[config.mk]
export PLATFORM = sky130hd
export DESIGN_NAME = light_pwm_ctrl
export DESIGN_NICKNAME = d
export VERILOG_FILES = /design/src/rtl/light_pwm_ctrl.sv
export SDC_FILE = /design/constraint.sdc
export NUM_CORES = 1
export LEC_CHECK = 0
export ABC_AREA = 1
export ABC_CLOCK_PERIOD_IN_PS = 3600
export BUFFER_PORTS_ARGS = -buffer_cell sky130_fd_sc_hd__buf_2
export CAP_MARGIN = 20
export CORE_ASPECT_RATIO = 1.25
export CORE_MARGIN = 2
export CORE_UTILIZATION = 45
export CTS_CLUSTER_SIZE = 30
export DETAILED_ROUTE_END_ITERATION = 10
export PLACE_DENSITY = 0.66
export SETUP_SLACK_MARGIN = 0.15
export SLEW_MARGIN = 15
export SYNTH_ARGS = -nofsm -noshare
export SYNTH_HDL_FRONTEND = slang
export SYNTH_SLANG_ARGS = --single-unit
[constraint.sdc]
create_clock -name i_clk -period 3.6 [get_ports i_clk]
set_clock_uncertainty 0.1 [all_clocks]
set_input_delay 0.36 -clock i_clk [delete_from_list [all_inputs] [get_ports i_clk]]
set_output_delay 0.36 -clock i_clk [all_outputs]
set_load 0.05 [all_outputs]
[src/rtl/light_pwm_ctrl.sv]
// light_pwm_ctrl: maps a 0-4 light level to a PWM duty, fades toward it, and
// swaps the active duty only at period boundaries. Fading needs LIGHT_PWM_FADE_EN.
`default_nettype none

module light_pwm_ctrl #(
  parameter int PWM_W    = 8,
  parameter int RAMP_DIV = 1000,
  parameter int STEP     = 1
) (
  input  logic             i_clk,
  input  logic             i_reset,
  input  logic [2:0]       i_level,
  output logic             o_pwm,
  output logic [PWM_W-1:0] o_duty,
  output logic             o_busy
);

  localparam logic [PWM_W-1:0] MAX_C    = {PWM_W{1'b1}};
  localparam logic [PWM_W-1:0] CNT_LAST = MAX_C - 1'b1;

  if (RAMP_DIV < 1 || STEP < 1) begin : g_param_check
    $error("light_pwm_ctrl: RAMP_DIV and STEP must both be >= 1");
  end

  logic [PWM_W-1:0] target_duty;
  logic [PWM_W-1:0] cur_duty_q, cur_duty_d;
  logic [PWM_W-1:0] act_duty_q;
  logic [PWM_W-1:0] cnt_q;
  logic             pwm_q;

  always_comb begin
    target_duty = '0;
    case (i_level)
      3'd1:    target_duty = MAX_C >> 2;
      3'd2:    target_duty = MAX_C >> 1;
      3'd3:    target_duty = MAX_C - (MAX_C >> 2);
      3'd4:    target_duty = MAX_C;
      default: target_duty = '0;
    endcase
  end

`ifdef LIGHT_PWM_FADE_EN
  localparam int               DIV_W    = (RAMP_DIV > 1) ? $clog2(RAMP_DIV) : 1;
  localparam logic [DIV_W-1:0] DIV_LAST = DIV_W'(RAMP_DIV - 1);
  // Steps wider than the duty range can never be taken in full.
  localparam logic [PWM_W-1:0] STEP_C   = (STEP > (2**PWM_W - 1)) ? MAX_C : PWM_W'(STEP);

  typedef enum logic [1:0] {
    IDLE      = 2'd0,
    RAMP_UP   = 2'd1,
    RAMP_DOWN = 2'd2
  } state_e;

  state_e           state_q, state_d;
  logic [DIV_W-1:0] div_cnt_q, div_cnt_d;
  logic [PWM_W-1:0] diff, step_amt;
  logic [PWM_W:0]   up_sum;
  logic             step_edge;

  always_ff @(posedge i_clk or posedge i_reset) begin
    if (i_reset) begin
      state_q   <= IDLE;
      div_cnt_q <= '0;
    end else begin
      state_q   <= state_d;
      div_cnt_q <= div_cnt_d;
    end
  end

  always_comb begin
    diff       = (target_duty > cur_duty_q) ? (target_duty - cur_duty_q)
                                            : (cur_duty_q - target_duty);
    step_amt   = (diff < STEP_C) ? diff : STEP_C;
    up_sum     = {1'b0, cur_duty_q} + {1'b0, step_amt};
    step_edge  = 1'b0;
    state_d    = state_q;
    div_cnt_d  = '0;
    cur_duty_d = cur_duty_q;
    case (state_q)
      IDLE: begin
        if (target_duty > cur_duty_q)      state_d = RAMP_UP;
        else if (target_duty < cur_duty_q) state_d = RAMP_DOWN;
      end
      RAMP_UP, RAMP_DOWN: begin
        if (target_duty == cur_duty_q) begin
          state_d = IDLE;
        end else begin
          step_edge = (div_cnt_q == DIV_LAST);
          div_cnt_d = step_edge ? '0 : div_cnt_q + 1'b1;
          // The step follows the current state; a reversal is seen next cycle.
          if (step_edge) begin
            if (state_q == RAMP_UP)
              cur_duty_d = up_sum[PWM_W] ? MAX_C : up_sum[PWM_W-1:0];
            else
              cur_duty_d = (step_amt > cur_duty_q) ? '0 : (cur_duty_q - step_amt);
          end
          state_d = (target_duty > cur_duty_q) ? RAMP_UP : RAMP_DOWN;
        end
      end
      default: state_d = IDLE;
    endcase
  end

  assign o_busy = (state_q != IDLE);
`else
  always_comb begin
    cur_duty_d = target_duty;
  end

  assign o_busy = 1'b0;
`endif

  always_ff @(posedge i_clk or posedge i_reset) begin
    if (i_reset) begin
      cur_duty_q <= '0;
      act_duty_q <= '0;
      cnt_q      <= '0;
      pwm_q      <= 1'b0;
    end else begin
      cur_duty_q <= cur_duty_d;
      pwm_q      <= (cnt_q < act_duty_q);
      if (cnt_q == CNT_LAST) begin
        cnt_q      <= '0;
        act_duty_q <= cur_duty_q;
      end else begin
        cnt_q <= cnt_q + 1'b1;
      end
    end
  end

  assign o_pwm  = pwm_q;
  assign o_duty = cur_duty_q;

endmodule

`default_nettype wire

Word-level counts from Yosys, hierarchy flattened
Index checks and enable logic that the tools add are counted.
- add/subtract/negate cells: 1
- $lt $le $gt $ge: 1
- equal/unequal tests: 5
- muxes and demuxes: 2
- operators by type and width (cell ; count):
    8-bit one-hot mux with 4 select lines ; 1
    8-bit by 1-bit adder with 8-bit output (second input constant) ; 1
    8-bit == test (second input constant) ; 1
    8-bit less-than comparator ; 1
    8-bit two-way mux ; 1
    3-bit by 2-bit == test with 1-bit output (second input constant) ; 2
    3-bit by 1-bit == test with 1-bit output (second input constant) ; 1
    3-bit == test (second input constant) ; 1
- bits in registers: 25
- input port bits: 5
- word-level logic and storage cells: 13

Depth between registers and ports, before layout
- word-level depth: 2
- depth in mapped cells: 7
- gate-level depth less buffers: 7

Worst setup path before layout
Ideal clock, no wire load.
- kind: reg-to-output
- start: reg o_duty[5] (netlist name)
- end: out o_duty[1]
- arrival time: 0.993 ns
- data required time: 3.140 ns
- setup slack: 2.147 ns
- cell stages (with the launch flop): 2
- buffers on the path: 1
- path through: dfrtp_1 > buf_4
- RTL lines (what ; line ; RTL):
    to (decl) ; 14 ; output logic [PWM_W-1:0] o_duty,

Final worst setup path
- start: reg cnt_q[0]
- end: reg cnt_q[6]
- word-level cells in the longest chain between the ends: 2
- RTL lines (what ; line ; RTL):
    from (decl) ; 28 ; logic [PWM_W-1:0] cnt_q;
    from (signal assigned) ; 126 ; cnt_q <= cnt_q + 1'b1;
    8-bit by 1-bit adder with 8-bit output / 8-bit == test (equally long branches) ; 126, 122 ;
    8-bit two-way mux * ; 122 ; if (cnt_q == CNT_LAST) begin
Every way passes the cells marked *; elsewhere a longest branch is shown, timed or not.
A chain may end at the register's enable or synchronous reset.

==> flow_summary_export.csv <==
group,metric,value,unit
cts,clk_latency,280,ps
sta,setup_viol,0,
job,max-cap-violations,0,
sta,hold_slack,19.6,ps
worst_setup_path,r2r_start,"cnt_q[0]",
sta,maxSlewHeadroom,61.1,%
yosys,synth_fa_ha_area_share,12.1,%
worst_setup_path,cp.required,3680,ps
cts,holdBufCountCts,0,
placed_design,portBuffers,13,
placed_design,place_congestion,0.795,
floorplan,fp.dieH,54.8,um
yosys,syn-num-nets,123,
worst_setup_path,critPathSlowestCell,"dfrtp_1",
pwr,vdd_ir_drop_max,218,uV
global_route,grt_util_met1,19.3,%
yosys,postSynthAreaPerCell,8.53,um^2
worst_setup_path,r2r_setup_slack,2070,ps
global_route,use_met3,2.31,%
sta,finalHoldViolations,0,
final_layout,final_cell_mix,"16 x inv_1, 16 x nand2_1, 15 x dfrtp_1",
sta,fmax,651,MHz
sta,worst_pin_slew,583,ps
route,drt-initial-drc-count,6,
cts,clock-sinks,15,
global_route,antenna_found_initial,0,
global_route,grt_pass1_wl,2750,um
pwr,power_density,326,mW/mm^2
worst_setup_path,crit_path_end_kind,"register",
yosys,muxShareOfSynthArea,0,%
outcome,status,"finished clean",
floorplan,core,0.00196,mm^2
cts,htreeDepth,1,
pwr,p_total,322,uW
worst_hold_path,worstHoldPathType,"input port to asynchronous set/reset pin",
global_route,use_met2,26.3,%
sta,period_share,42.6,%
yosys,syn-cell-area,930,um^2
placed_design,hpwl,1290,um
worst_setup_path,path_common_cell,"inv_1",
route,route.detailed.drc,0,
floorplan,fp-row-count,18,
final_layout,fillers,203,
yosys,yosys.area_share.xor_xnor,0.942,%
yosys,synthCells,109,
final_layout,fin_util,50.3,%
route,firstDrtPassIters,4,
cts,cts_tree,"yes",
worst_setup_path,rr_worst_depth,7,
cts,cts.clk_slew.worst_paths,90,ps
floorplan,die-area,0.00245,mm^2
route,postRouteAntennaNets,0,
final_layout,drive_gt1_share,25.2,%
yosys,ys_seq_area_share,40.4,%
final_layout,final_nets,134,
route,via_count,708,
route,via_per_inst,5.09,
route,wl_per_cell,11.4,um
cts,numCtsBuffers,3,
final_layout,seqCellArea,375,um^2
worst_setup_path,path_class,"register to register",
global_route,grt_usage,15.6,%
worst_setup_path,crit_path_start_kind,"register",
pwr,leakagePower,0.000535,uW
cts,root_buffer,"clkbuf_4",
global_route,grt_max_degree,16,
floorplan,die_w,44.7,um
worst_setup_path,crit_end,"cnt_q[6]",
sta,worst_slack,2070,ps
floorplan,io_pins,15,
sta,fin_tns_setup,0,ps
route,wirelength,1590,um
global_route,overflow,0,
yosys,synth-seq-cells,15,
worst_setup_path,r2r_end,"cnt_q[6]",
placed_design,place_ws,2080,ps
sta,finalMaxSlewViolations,0,
yosys,synth_top_family_by_area,"simple AND/OR/NAND/NOR gates",
final_layout,diodes,0,
cts,cts_setup_buffers,0,
floorplan,start_util,47.4,%
cts,ctsResizeCount,0,
worst_setup_path,crit_start,"cnt_q[0]",
final_layout,syn2layout_area_growth,6.06,%
cts,clk_path_buf_depth,2,
sta,rsz0062_at_grt,"false",
worst_setup_path,path_cells,"inv_1 > ha_1 > nand2_2 > nor2_4 > inv_1 > nand2_1 > nor2_1",
worst_setup_path,critPathMaxFanout,11,
global_route,grt_pass1_vias,677,
yosys,yosysWarningCount,0,
global_route,busiest_layer,"met2",
yosys,yosys.area_share.simple,21.5,%
sta,min_period,1530,ps
worst_setup_path,slowest_delay,410,ps
final_layout,multiInputGateArea,427,um^2
yosys,synth_compound_area_share,10.9,%
worst_setup_path,critPathArrivalTime,1610,ps
yosys,synth_cell_type_count,21,
logic make-up (layout without fill, tap and decap cells):
logic type | Yosys count | in the layout
AND/OR/NAND/NOR | 41 | 41
buffers and inverters | 25 | 35
AO/OA/AOI/OAI | 17 | 17
flip-flops | 15 | 15
adder cells (fa/ha/maj) | 9 | 9
other | 1 | 1
XOR/XNOR | 1 | 1
synth_stat cells:
master / number / share of area (%)
conb_1: 1 / 0.40
nand3_1: 3 / 1.6
o21ai_0: 4 / 2.2
a21oi_1: 8 / 4.3
dfrtp_1: 15 / 40
o21bai_1: 1 / 0.81
nor2_1: 12 / 4.8
inv_1: 16 / 6.5
xnor2_1: 1 / 0.94
nor3_1: 1 / 0.54
inv_2: 2 / 0.81
o21ai_2: 3 / 2.8
nor2_4: 1 / 1.2
nor3_4: 1 / 1.8
ha_1: 9 / 12
nand2_2: 6 / 4.0
nand3_2: 1 / 1.1
o211ai_1: 1 / 0.81
nand2_1: 16 / 6.5
buf_8: 1 / 1.6
buf_4: 6 / 4.8
state kept, by name, indices dropped and copies added (netlist names):
register,count
act_duty_q,3
o_duty,3
o_pwm,1
cnt_q,8
how the worst min path moves through the flow:
stage               cells past startpoint             to
CTS                                     2      o_duty[5]
floorplan                               1  act_duty_q[5]
detailed placement                      2      o_duty[5]
finish                                  2      o_duty[6]
global placement                        2      o_duty[5]
global route                            2      o_duty[5]
through the flow:
step / instance area (um^2) / cells
6_report: 986 / 139
5_1_grt: 986 / 139
4_1_cts: 986 / 139
3_5_place_dp: 960 / 135
3_3_place_gp: 960 / 135
2_1_floorplan: 930 / 109
layer usage:
layer,vias to the layer above,part of all wire (%)
met4,0,2.0
met1,335,43
met3,6,2.9
met2,12,52
met5,-,0
li1,355,-
worst max-delay path, delay by kind of cell (launching register included):
family | cells | cell delay (ps)
adders and majority gates | 1 | 190
buffers and inverters | 2 | 220
DFF | 1 | 410
and+or+nand+nor | 4 | 510
report_power, final:
| part | internal [uW] | switching (uW) | leakage (uW) |
|---|---|---|---|
| clock | 43.0 | 55.7 | 0.0000150 |
| combinational | 8.39 | 40.4 | 0.000331 |
| sequential | 171 | 3.04 | 0.000189 |
final cells by class:
class                      instances  area share, %
multi-input combinational         69           43.3
sequential                        15           38.1
inverter                          18           6.85
timing repair buffer              13           6.60
clock buffer                       4           2.66
tap                               20           2.54
No activity file was read; power rests on OpenSTA's default activity.
